<file path="config.mk">
export PLATFORM = sky130hd
export DESIGN_NAME = case4_vec_driver
export DESIGN_NICKNAME = d
export VERILOG_FILES = /design/src/rtl/case4_pkg.sv /design/src/rtl/case4_golden_model.sv /design/src/rtl/case4_vec_driver.sv
export SDC_FILE = /design/constraint.sdc
export NUM_CORES = 1
export LEC_CHECK = 0
export ABC_AREA = 1
export BUFFER_PORTS_ARGS = -buffer_cell sky130_fd_sc_hd__buf_2
export CORE_MARGIN = 2
export CORE_UTILIZATION = 30
export DETAILED_ROUTE_END_ITERATION = 6
export GPL_ROUTABILITY_DRIVEN = 0
export HOLD_SLACK_MARGIN = 0.08
export PLACE_DENSITY = 0.5
export SLEW_MARGIN = 40
export SYNTH_ARGS = -nofsm -noshare
export SYNTH_HDL_FRONTEND = slang
export SYNTH_SLANG_ARGS = --single-unit
</file>
<file path="constraint.sdc">
create_clock -name clk -period 3.4 [get_ports clk]
set_input_delay 0.68 -clock clk [delete_from_list [all_inputs] [get_ports clk]]
set_output_delay 0.68 -clock clk [all_outputs]
set_load 0.01 [all_outputs]
</file>
<file path="src/rtl/case4_pkg.sv">
// Shared definitions for the case4 netlist driver: pin maps, FSM states and
// the reference function used by both the RTL and the bench scoreboard.
package case4_pkg;

  localparam int NUM_IN  = 7;
  localparam int NUM_OUT = 3;

  localparam int VEC_A = 6;
  localparam int VEC_B = 5;
  localparam int VEC_C = 4;
  localparam int VEC_D = 3;
  localparam int VEC_E = 2;
  localparam int VEC_F = 1;
  localparam int VEC_G = 0;

  localparam int RESP_X = 2;
  localparam int RESP_Y = 1;
  localparam int RESP_Z = 0;

  typedef enum logic [1:0] {
    S_IDLE   = 2'd0,
    S_DRIVE  = 2'd1,
    S_SAMPLE = 2'd2,
    S_DONE   = 2'd3
  } state_e;

  function automatic logic [NUM_OUT-1:0] case4_golden(input logic [NUM_IN-1:0] v);
    logic [NUM_OUT-1:0] r;
    r[RESP_X] =   v[VEC_A] & v[VEC_B] & v[VEC_E];
    r[RESP_Y] = ~(v[VEC_B] & v[VEC_E] & v[VEC_D]);
    r[RESP_Z] = ~(v[VEC_C] & v[VEC_D] & v[VEC_E] & v[VEC_F] & v[VEC_G]);
    return r;
  endfunction

endpackage

</file>
<file path="src/rtl/case4_golden_model.sv">
// Combinational reference for the case4 netlist; swap this file to retarget
// the driver at another benchmark circuit.
module case4_golden_model
  import case4_pkg::*;
(
  input  logic [NUM_IN-1:0]  vec_i,
  output logic [NUM_OUT-1:0] resp_o
);

  assign resp_o = case4_golden(vec_i);

endmodule

</file>
<file path="src/rtl/case4_vec_driver.sv">
// Exhaustive stimulus driver and response checker for the case4 netlist:
// walks all 128 input vectors, compares responses with the golden model.
module case4_vec_driver
  import case4_pkg::*;
#(
  parameter int SETTLE_CYCLES = 1,
  parameter bit STOP_ON_FAIL  = 1'b0
) (
  input  logic               clk,
  input  logic               rst_n,
  input  logic               start_i,
  output logic [NUM_IN-1:0]  vec_o,
  input  logic [NUM_OUT-1:0] resp_i,
  output logic               busy_o,
  output logic               done_o,
  output logic               pass_o,
  output logic [7:0]         err_cnt_o,
  output logic [NUM_IN-1:0]  fail_vec_o,
  output logic [NUM_OUT-1:0] fail_resp_o
);

  localparam int SW = (SETTLE_CYCLES > 1) ? $clog2(SETTLE_CYCLES) : 1;
  localparam logic [SW-1:0] SETTLE_LAST = SW'((SETTLE_CYCLES > 0) ? SETTLE_CYCLES - 1 : 0);
  localparam state_e HOLD_STATE = (SETTLE_CYCLES == 0) ? S_SAMPLE : S_DRIVE;

  state_e             state_q, state_d;
  logic [SW-1:0]      settle_q, settle_d;
  logic [NUM_IN-1:0]  vec_q, vec_d;
  logic               busy_q, busy_d;
  logic               done_q, done_d;
  logic               pass_q, pass_d;
  logic [7:0]         err_q, err_d;
  logic [NUM_IN-1:0]  fvec_q, fvec_d;
  logic [NUM_OUT-1:0] fresp_q, fresp_d;
  logic [NUM_OUT-1:0] gold;
  logic               mismatch;

  case4_golden_model u_gold (
    .vec_i  (vec_q),
    .resp_o (gold)
  );

  assign mismatch = (resp_i != gold);

  always_comb begin
    state_d  = state_q;
    settle_d = settle_q;
    vec_d    = vec_q;
    busy_d   = busy_q;
    done_d   = 1'b0;
    pass_d   = pass_q;
    err_d    = err_q;
    fvec_d   = fvec_q;
    fresp_d  = fresp_q;
    unique case (state_q)
      S_IDLE: begin
        if (start_i) begin
          vec_d    = '0;
          err_d    = '0;
          fvec_d   = '0;
          fresp_d  = '0;
          pass_d   = 1'b0;
          busy_d   = 1'b1;
          settle_d = '0;
          state_d  = HOLD_STATE;
        end
      end
      S_DRIVE: begin
        if (settle_q == SETTLE_LAST) state_d = S_SAMPLE;
        else                         settle_d = settle_q + 1'b1;
      end
      S_SAMPLE: begin
        if (mismatch) begin
          // Error count of zero identifies the first mismatch of the run.
          if (err_q == 8'd0) begin
            fvec_d  = vec_q;
            fresp_d = resp_i;
          end
          if (err_q != 8'hFF) err_d = err_q + 8'd1;
        end
        if (vec_q == 7'h7F || (STOP_ON_FAIL && mismatch)) begin
          state_d = S_DONE;
          done_d  = 1'b1;
          busy_d  = 1'b0;
          pass_d  = (err_d == 8'd0);
        end else begin
          vec_d    = vec_q + 7'd1;
          settle_d = '0;
          state_d  = HOLD_STATE;
        end
      end
      S_DONE: state_d = S_IDLE;
      default: state_d = S_IDLE;
    endcase
  end

  always_ff @(posedge clk or negedge rst_n) begin
    if (!rst_n) begin
      state_q  <= S_IDLE;
      settle_q <= '0;
      vec_q    <= '0;
      busy_q   <= 1'b0;
      done_q   <= 1'b0;
      pass_q   <= 1'b0;
      err_q    <= '0;
      fvec_q   <= '0;
      fresp_q  <= '0;
    end else begin
      state_q  <= state_d;
      settle_q <= settle_d;
      vec_q    <= vec_d;
      busy_q   <= busy_d;
      done_q   <= done_d;
      pass_q   <= pass_d;
      err_q    <= err_d;
      fvec_q   <= fvec_d;
      fresp_q  <= fresp_d;
    end
  end

  assign vec_o       = vec_q;
  assign busy_o      = busy_q;
  assign done_o      = done_q;
  assign pass_o      = pass_q;
  assign err_cnt_o   = err_q;
  assign fail_vec_o  = fvec_q;
  assign fail_resp_o = fresp_q;

endmodule

</file>
# Word-level counts from Yosys, hierarchy flattened
# Cells that the tools add are included.
# totals
regBits,31
inputBits,6
output_inout_bits,28
word_cells,75
# op_classes
n_addsub,3
eq_ne,12
muxes,30
n_bitwise,10
n_reduce_logical,11
# ops
op,count
$mux 8,4
$mux 7,4
$pmux 7 s2,2
$logic_not 8->1,2
$pmux 8 s2,1
$ne 2x2->1 const B,6
$mux 3,3
$reduce_and 3->1,3
$add 8x1->8 const B,1
$and 1x1->1,8
$mux 1,8
$ne 8x8->1 const B,1
$pmux 2 s4,1
$add 7x1->7 const B,1
$eq 7x7->1 const B,1
$mux 2,3
$pmux 3 s2,1
$eq 2x2->1 const B,2
$pmux 1 s2,2
$reduce_and 2->1,2
$reduce_and 4->1,1
$ne 3x3->1,1
$pmux 1 s3,1
$reduce_bool 3->1,1
other kinds (5),6

# Longest topological paths before layout
# Gate-level depths: netlist (run 1).
# depth
depth_word,11
ltp_mapped,11
depth_no_buf,11

# Cells and area by module
# From an unflattened synthesis (run 1), not the netlist that was laid out.
# unflattened
cells_unflattened,218
hier_area_um2,1706.6
# modules_own_cells
module,instances,cells_each,area_per_inst_um2,seq_area_each_um2
case4_vec_driver,1,210,1671.6,750.7
case4_golden_model,1,8,35.0,0.0

# Least setup slack after synthesis (run 1)
# No wires, ideal clock.
# synth_path
path_kind,in2reg
from,input start_i
to,register vec_q[5] (netlist: vec_o[5])
setup_ns,0.071
arrival_ns,1.556
t_required_ns,3.329
setup_slack_ns,1.773
path_stages,7
n_path_buf,0
cell_sequence,nand2_1 -> nand2_1 -> nand2_1 -> or2_1 -> o21ai_0 -> nand2_1 -> nor2_1
# synth_between
elab_chain_len,2
# synth_rtl
item,line,source
from (decl),case4_vec_driver.sv:11,"input logic start_i,"
$ne 2x2->1 (no source line),-,
$reduce_and 3->1 (no source line),-,
to (signal assigned),case4_vec_driver.sv:111,vec_q <= vec_d;
to (decl),case4_vec_driver.sv:28,"logic [NUM_IN-1:0] vec_q, vec_d;"
# Every way passes these cells.
# A chain may end at the register's enable or synchronous reset.

# Worst setup path after layout (run 1)
# layout_path
from,register vec_q[2] (netlist: vec_o[2])
to,register fresp_q[1] (netlist: fail_resp_o[1])
# layout_between
elab_chain_len,7
elab_cells_between_ends,11
cone_classes,eq/ne: 2; bitwise: 8; reduce/logical: 1
# layout_rtl
item,line,source
$and 1x1->1 (3 in a row),case4_pkg.sv:31,r[RESP_Z] = ~(v[VEC_C] & v[VEC_D] & v[VEC_E] & v[VEC_F] & v[VEC_G]);
$not 1->1,case4_pkg.sv:31,
$ne 3x3->1 *,case4_vec_driver.sv:43,assign mismatch = (resp_i != gold);
$ne 2x2->1 (no source line) *,-,
$reduce_and 4->1 (no source line) *,-,
to (signal assigned),case4_vec_driver.sv:117,fresp_q <= fresp_d;
to (decl),case4_vec_driver.sv:34,"logic [NUM_OUT-1:0] fresp_q, fresp_d;"
# Mark *: on every way between the ends. The rest lies on a longest branch, timed or not.

==> results of run 1 <==
cell usage after synthesis (all sizes together) (2+ instances only):
library cell | number | area, µm²
dfrtp | 30 | 751
nand4 | 6 | 37.5
clkbuf | 3 | 11.3
o21ai | 16 | 80.1
a21oi | 2 | 10.0
nand3 | 44 | 225
buf | 2 | 15.0
nand2 | 79 | 317
ha | 3 | 37.5
nor2 | 18 | 86.3
inv | 25 | 93.8
area by class of cell:
cell class | count | share of cell area
clock buffers | 6 | 0.0404
clock inverters | 2 | 0.00612
inverters | 26 | 0.0477
multi-input cells | 174 | 0.410
flip-flops and latches | 30 | 0.367
well taps | 72 | 0.0441
repair buffers | 34 | 0.0845
worst max-delay path, delay by kind of cell (launching register included):
kind	cells	cell delay, ns
flip-flops	1	0.51
AND/OR/NAND/NOR	7	1.17
AO/OA/AOI/OAI	1	0.17
flip-flops by register name (all words and copies together) (netlist names):
signal	cells
fail_vec_o	7
state_q	2
pass_o	1
err_cnt_o	8
vec_o	7
busy_o	1
fail_resp_o	3
done_o	1
report_power, final:
| part | internal, mW | total, mW | switching [mW] |
|---|---|---|---|
| clock | 0.163 | 0.303 | 0.141 |
| combinational | 0.174 | 0.448 | 0.274 |
| sequential | 0.445 | 0.526 | 0.0812 |
| total | 0.781 | 1.28 | 0.496 |
routing by layer:
| metal | share of wire | GRT usage | wire length [µm] | up-vias |
|---|---|---|---|---|
| li1 | - | - | - | 835 |
| met1 | 0.50 | 0.213 | 2170 | 721 |
| met2 | 0.45 | 0.234 | 1940 | 33 |
| met3 | 0.037 | 0.0362 | 158 | 5 |
| met4 | 0.013 | 0.0517 | 54 | 0 |
| met5 | 0 | 0 | 0 | - |
through the flow:
step / instances / hold slack (ns) / setup WS [ns] / util / cell area, µm²
6_report: 344 / 0.444 / 1.48 / 0.371 / 2040
5_1_grt: 344 / 0.497 / 1.24 / 0.371 / 2040
4_1_cts: 344 / 0.472 / 1.46 / 0.371 / 2040
3_5_place_dp: 336 / 0.459 / 1.25 / 0.354 / 1950
3_3_place_gp: 336 / 0.465 / 1.28 / 0.354 / 1950
2_1_floorplan: 235 / 0.384 / 1.77 / - / 1710
worst paths after layout:
kind,start,end,slack (ns)
worst max-delay path,vec_o[2]$_DFFE_PN0P_,fail_resp_o[1]$_DFFE_PN0P_,1.48
worst min-delay path,rst_n,err_cnt_o[7]$_DFFE_PN0P_,0.44
worst max register to register,vec_o[2]$_DFFE_PN0P_,fail_resp_o[1]$_DFFE_PN0P_,1.48
worst min register to register,busy_o$_DFFE_PN0P_,busy_o$_DFFE_PN0P_,0.48
max in group asynchronous,rst_n,vec_o[3]$_DFFE_PN0P_,2.51
min in group clk,busy_o$_DFFE_PN0P_,busy_o$_DFFE_PN0P_,0.48
layout by cell type, fill, tap and decap left out, types with 2 or more instances in the layout:
master and count:
a21oi_1 2, o21ai_0 14, o21ai_1 2, nand2_1 73, nor2_1 16, buf_2 33, ha_1 3, inv_1 25
nand3_1 43, nand4_1 6, clkbuf_8 6, nand2_2 5, dfrtp_1 30
kinds of logic (layout without fill, tap and decap cells):
group	after synthesis	after routing	synth area share
and+or+nand+nor	149	149	0.395
DFF	30	30	0.438
adders and majority gates	3	3	0.0219
AOI/OAI and AO/OA	21	21	0.0672
buffers and inverters	31	68	0.0723
xor gates and xnor gates	1	1	0.00511
==> results by group, run 1 <==
Power
  • Power Density: 625 nW/µm²
  • Static leakage: 1.15 nW
  • Max IR drop VDD: 190 µV
  • Total power: 1.28 mW

Timing
  • Setup tns final: 0 ns
  • RSZ-0062 raised after global routing: false
  • Min Tclk post-route: 1.92 ns
  • Final-report setup violation count: 0
  • Final period utilization: 0.566
  • Fmax: 0.520 GHz
  • Hold Vio Cnt, Final: 0
  • Max_slew headroom: 0.536
  • Max Slew Vio Count: 0
  • Skew final: 0.00529 ns
  • Worst-Margin Slew: 0.696 ns

Clocking
  • Post-CTS Setup Bufs: 0
  • TritonCTS clock tree: done
  • Hold_buf cts: 0
  • Clk Latency, worst-skew pair: 0.28 ns
  • TritonCTS Buffers: 5
  • H-tree levels: 2
  • Post_cts resized: 0
  • Clk buf depth: 2
  • CTS Root Cell: clkbuf_8
  • CTS sink count: 30
  • Worst-path clk slew: 0.07 ns

Hold path
  • Worst hold-check path type: primary input to asynchronous set/reset pin

Logic synthesis
  • Syn nets: 244
  • Number of synthesized flops with an enable pin: 0
  • Async SR Flop Fraction: 1.00
  • Post-Syn Area: 1710 µm²
  • Synth warn: 0
  • Yosys cell types: 24
  • Post-Syn Area per Cell: 7.29 µm²
  • Top_reg_cell synth: dfrtp_1
  • Mapped Cells: 235
  • Yosys reg bits: 30
  • Seq/Total Area, Yosys: 0.438

Global routing
  • Total track usage: 0.154
  • First-pass GRT wire length: 7650 µm
  • Largest net degree at the start of global routing: 31
  • Vias in the first global route: 1605
  • Antenna violations before repair: 0
  • Total gr overflow: 0

Detailed routing
  • DRT Pass-1 Iters: 4
  • Via density: 4.63
  • DRT iter0 DRCs: 92
  • Average wire per standard cell: 12.6 µm
  • Vias: 1594
  • WL final: 4320 µm
  • Routed Antenna Nets: 0
  • DRC errors left: 0

Worst setup path
  • Setup crit end kind: flop
  • Slowest CP cell: dfrtp_1
  • Setup crit start kind: flop
  • R2R cell count: 8
  • CP Data Required Time: 3.62 ns
  • Worst stage delay on the critical path: 0.51 ns
  • Crit path kind: flop to flop
  • Crit path DAT: 2.15 ns
  • Crit Path Max Fanout: 11
  • Crit-path cells: nand3_1, o21ai_1, nand2_2, nand2_4, nand3_2, nand2_2, nand3_1, nand2_1

Place
  • Port Buf Inserts: 33
  • Post-DP HPWL: 3170 µm

Die
  • Core ar.: 5510 µm²
  • Die height: 79.6 µm
  • Die area: 6330 µm²
  • Starting Density: 0.311
  • Top Ports: 34
  • Chip width: 79.6 µm
  • Row count: 27

Outcome
  • Outcome: finished, final reports clean

Layout
  • Growth of design area from synthesis to finish: 19.4%
  • Sequential standard cell area: 751 µm²
  • Final net count: 280
  • Layout cells sized above 1: 0.191
  • Multi-input gate area: 838 µm²
  • N_diodes: 0
  • Filler cells: 597

Job
  • Max Cap Viol: 0
Power figures use the tool's default switching activity.
==> run 2, diff against run 1 <==
--- a/config.mk
+++ b/config.mk
@@ -5,14 +5,14 @@
 export SDC_FILE = /design/constraint.sdc
 export NUM_CORES = 1
 export LEC_CHECK = 0
-export ABC_AREA = 1
+export ABC_AREA = 0
 export BUFFER_PORTS_ARGS = -buffer_cell sky130_fd_sc_hd__buf_2
 export CORE_MARGIN = 2
 export CORE_UTILIZATION = 30
 export DETAILED_ROUTE_END_ITERATION = 6
 export GPL_ROUTABILITY_DRIVEN = 0
 export HOLD_SLACK_MARGIN = 0.08
-export PLACE_DENSITY = 0.5
+export PLACE_DENSITY = 0.52
 export SLEW_MARGIN = 40
 export SYNTH_ARGS = -nofsm -noshare
 export SYNTH_HDL_FRONTEND = slang
==> constraint.sdc (replaced) <==
create_clock -name clk -period 1.7 [get_ports clk]
set_input_delay 0.34 -clock clk [delete_from_list [all_inputs] [get_ports clk]]
set_output_delay 0.34 -clock clk [all_outputs]
set_load 0.01 [all_outputs]
==> results by group, run 2 <==
Outcome
  • Outcome: finished, violations left (was finished, final reports clean)
  • Violated checks: negative setup slack

Logic synthesis
  • Most frequent cell after synthesis: dfrtp_1 (was nand2_1)
  • Synth warn: 0 (unchanged)
  • Yosys reg bits: 30 (unchanged)
  • Post-Syn Area: 1640 µm² (was 1710 µm²)
  • Top_reg_cell synth: dfrtp_1 (unchanged)
  • Share of the synthesized area in the top cell type: 0.457 (was 0.438)
  • Post-synth top area cell: dfrtp_1 (unchanged)
  • Top cells by area, synth: dfrtp_1 46%, o21ai_0 6.4%, nand3_1 4.9% (was dfrtp_1 44%, nand2_1 16%, nand3_1 13%)
  • Number of synthesized flops with an enable pin: 0 (unchanged)
  • Yosys cell types: 45 (was 24)
  • Seq/Total Area, Yosys: 0.457 (was 0.438)
  • List of most frequent post-synthesis cells: 30 x dfrtp_1, 21 x o21ai_0, 18 x nand2_1, 16 x inv_1, 16 x nand3_1 (was 73 x nand2_1, 43 x nand3_1, 30 x dfrtp_1, 25 x inv_1, 16 x nor2_1)
  • Mapped Cells: 179 (was 235)
  • Syn nets: 188 (was 244)
  • Async SR Flop Fraction: 1.00 (unchanged)
  • Post-Syn Area per Cell: 9.17 µm² (was 7.29 µm²)

Detailed routing
  • WL final: 4440 µm (was 4320 µm)
  • Routed Antenna Nets: 0 (unchanged)
  • DRT Pass-1 Iters: 4 (unchanged)
  • Vias: 1573 (was 1594)
  • DRT iter0 DRCs: 68 (was 92)
  • Via density: 4.81 (was 4.63)
  • DRC errors left: 0 (unchanged)
  • Average wire per standard cell: 13.6 µm (was 12.6 µm)

Die
  • Die area: 6080 µm² (was 6330 µm²)
  • Chip width: 78.0 µm (was 79.6 µm)
  • Starting Density: 0.315 (was 0.311)
  • Row count: 26 (was 27)
  • Core ar.: 5200 µm² (was 5510 µm²)
  • Top Ports: 34 (unchanged)
  • Die height: 78.0 µm (was 79.6 µm)

Worst setup path
  • CP delay by family, top: compound AO/OA/AOI/OAI gates (was simple AND/OR/NAND/NOR gates)
  • Crit path kind: flop to flop (unchanged)
  • Setup crit start kind: flop (unchanged)
  • Slowest CP cell: dfrtp_2 (was dfrtp_1)
  • Reg2Reg Capture Point: pass_o$_DFFE_PN0P_ (was fail_resp_o[1]$_DFFE_PN0P_)
  • Worst r2r src: vec_o[2]$_DFFE_PN0P_ (unchanged)
  • Crit Path Max Fanout: 9 (was 11)
  • Setup crit start: vec_o[2]$_DFFE_PN0P_ (unchanged)
  • Crit-path cells: o211ai_1, and3b_1, o22a_1, buf_12, nor3_4, mux2i_1, o211ai_1, o21ai_1 (was nand3_1, o21ai_1, nand2_2, nand2_4, nand3_2, nand2_2, nand3_1, nand2_1)
  • R2R cell count: 8 (unchanged)
  • Crit path DAT: 2.02 ns (was 2.15 ns)
  • CP Data Required Time: 1.91 ns (was 3.62 ns)
  • Setup crit end kind: flop (unchanged)
  • Worst stage delay on the critical path: 0.45 ns (was 0.51 ns)
  • Buffers & Inverters on Critical Path: 1 (was 0)
  • Crit path top cell by count: o211ai_1
  • R2R setup slack: -0.11 ns (was 1.48 ns)

Global routing
  • GR Util met3: 0.0267 (was 0.0362)
  • Antenna violations before repair: 0 (unchanged)
  • Met1 GRT Util: 0.224 (was 0.213)
  • Largest net degree at the start of global routing: 31 (unchanged)
  • Total track usage: 0.159 (was 0.154)
  • Routing usage on met2: 0.249 (was 0.234)
  • First-pass GRT wire length: 7740 µm (was 7650 µm)
  • GR peak layer: met2 (unchanged)
  • Vias in the first global route: 1590 (was 1605)
  • Total gr overflow: 0 (unchanged)

Timing
  • Setup tns final: -0.513 ns (was 0 ns)
  • Hold Vio Cnt, Final: 0 (unchanged)
  • RSZ-0062 raised after global routing: true (was false)
  • WHS: 0.337 ns (was 0.444 ns)
  • Max_slew headroom: 0.801 (was 0.536)
  • Fmax: 0.551 GHz (was 0.520 GHz)
  • Worst-Margin Slew: 0.298 ns (was 0.696 ns)
  • Worst Setup Slack, final: -0.115 ns (was 1.48 ns)
  • Final-report setup violation count: 15 (was 0)
  • Skew final: 0.00664 ns (was 0.00529 ns)
  • Min Tclk post-route: 1.81 ns (was 1.92 ns)
  • Final period utilization: 1.07 (was 0.566)
  • Max Slew Vio Count: 0 (unchanged)

Power
  • Total power: 2.55 mW (was 1.28 mW)
  • Static leakage: 1.11 nW (was 1.15 nW)
  • Max IR drop VDD: 633 µV (was 190 µV)
  • Power Density: 1080 nW/µm² (was 625 nW/µm²)

Hold path
  • Hold path startpoint: resp_i[1]
  • WHS Path Cells: 3
  • Hold Crit Endpoint: fail_resp_o[1]$_DFFE_PN0P_
  • Worst hold-check path type: primary input to flop (was primary input to asynchronous set/reset pin)

Clocking
  • Clk buf depth: 2 (unchanged)
  • TritonCTS Buffers: 5 (unchanged)
  • Worst-path clk slew: 0.07 ns (about the same)
  • TritonCTS clock tree: done (unchanged)
  • CTS Root Cell: clkbuf_8 (unchanged)
  • H-tree levels: 2 (unchanged)
  • Clk Latency, worst-skew pair: 0.28 ns (about the same)
  • CTS sink count: 30 (unchanged)

Layout
  • Layout cells sized above 1: 0.401 (was 0.191)
  • Growth of design area from synthesis to finish: 43.4% (was 19.4%)
  • N_diodes: 0 (unchanged)
  • Post-route cell area: 2350 µm² (was 2040 µm²)
  • Max reg flops: 8 (unchanged)
  • Final net count: 265 (was 280)
  • Commonest cells after routing, fill and taps aside: 40 x buf_4, 33 x buf_2, 28 x dfrtp_1 (was 73 x nand2_1, 43 x nand3_1, 33 x buf_2)
  • Commonest non-fill, non-tap cell in the layout: buf_4 (was nand2_1)

Place
  • Post-DP HPWL: 3190 µm (was 3170 µm)
  • Place WS: -0.154 ns (was 1.25 ns)
  • Port Buf Inserts: 33 (unchanged)
  • Cell Area, Placed: 2200 µm² (was 1950 µm²)

Job
  • Max Cap Viol: 0 (unchanged)
## run 2: changes by cell type after synthesis, sizes merged, moves of 4 or more
cell / before / now
nand3: 44 / 17
nand2: 79 / 19
inv: 25 / 16
nor2: 18 / 12
buf: 2 / 6
o21ai: 16 / 25
nor3: 1 / 6
## run 2: what timing repair did
action / in CTS / in global routing
endpoints found under the hold margin: 30 / 0
buffers inserted: 2 / 2
setup endpoints to repair: 18 / 23
resized for setup: 5 / 10
pin swaps: 0 / 1
hold buffers: 1 / 0
## run 2: where the power goes
part	leakage [nW]	internal [mW]	switching, mW
logic	0.662	0.458	0.532
registers	0.401	0.836	0.130
clock network	0.0482	0.326	0.271
## run 2: worst max path at each step
stage                               endpoint  cells past startpoint
after floorplan           pass_o$_DFFE_PN0P_                      9
after global routing      pass_o$_DFFE_PN0P_                      8
final                     pass_o$_DFFE_PN0P_                      8
after CTS                 pass_o$_DFFE_PN0P_                      8
after global placement    pass_o$_DFFE_PN0P_                      8
after detailed placement  pass_o$_DFFE_PN0P_                      8
## run 2: area by class of cell
class                      count  area (µm²)
fill                         531        2850
multi-input combinational    126         827
sequential                    30         753
timing repair buffer          77         536
tap                           70        87.6
clock buffer                   7        86.3
inverter                      16        60.1
clock inverter                 1        5.00
## run 2: layer usage
metal | part of all wire | wire length [µm]
met2 | 0.46 | 2040
met3 | 0.032 | 144
met4 | 0.010 | 46
met5 | 0 | 0
met1 | 0.50 | 2210
## run 2: stage by stage
| step | util | std cells |
|---|---|---|
| after detailed placement | 0.422 | 314 |
| after floorplan | - | 179 |
| final | 0.452 | 327 |
| after global routing | 0.452 | 327 |
| after CTS | 0.445 | 325 |
| after global placement | 0.422 | 314 |
## run 2: cells by family after synthesis
kind of cell / share of synthesized area
simple gates: 0.230
compound gates: 0.171
flops: 0.457
buf+inv: 0.0663
xor+xnor: 0.0267
mux: 0.0252
fa+ha+maj: 0.0229
## run 2: worst min-delay path, stage by stage
cell and delay (ns):
buf_2 0.11, nand3_1 0.06, o21ai_0 0.07
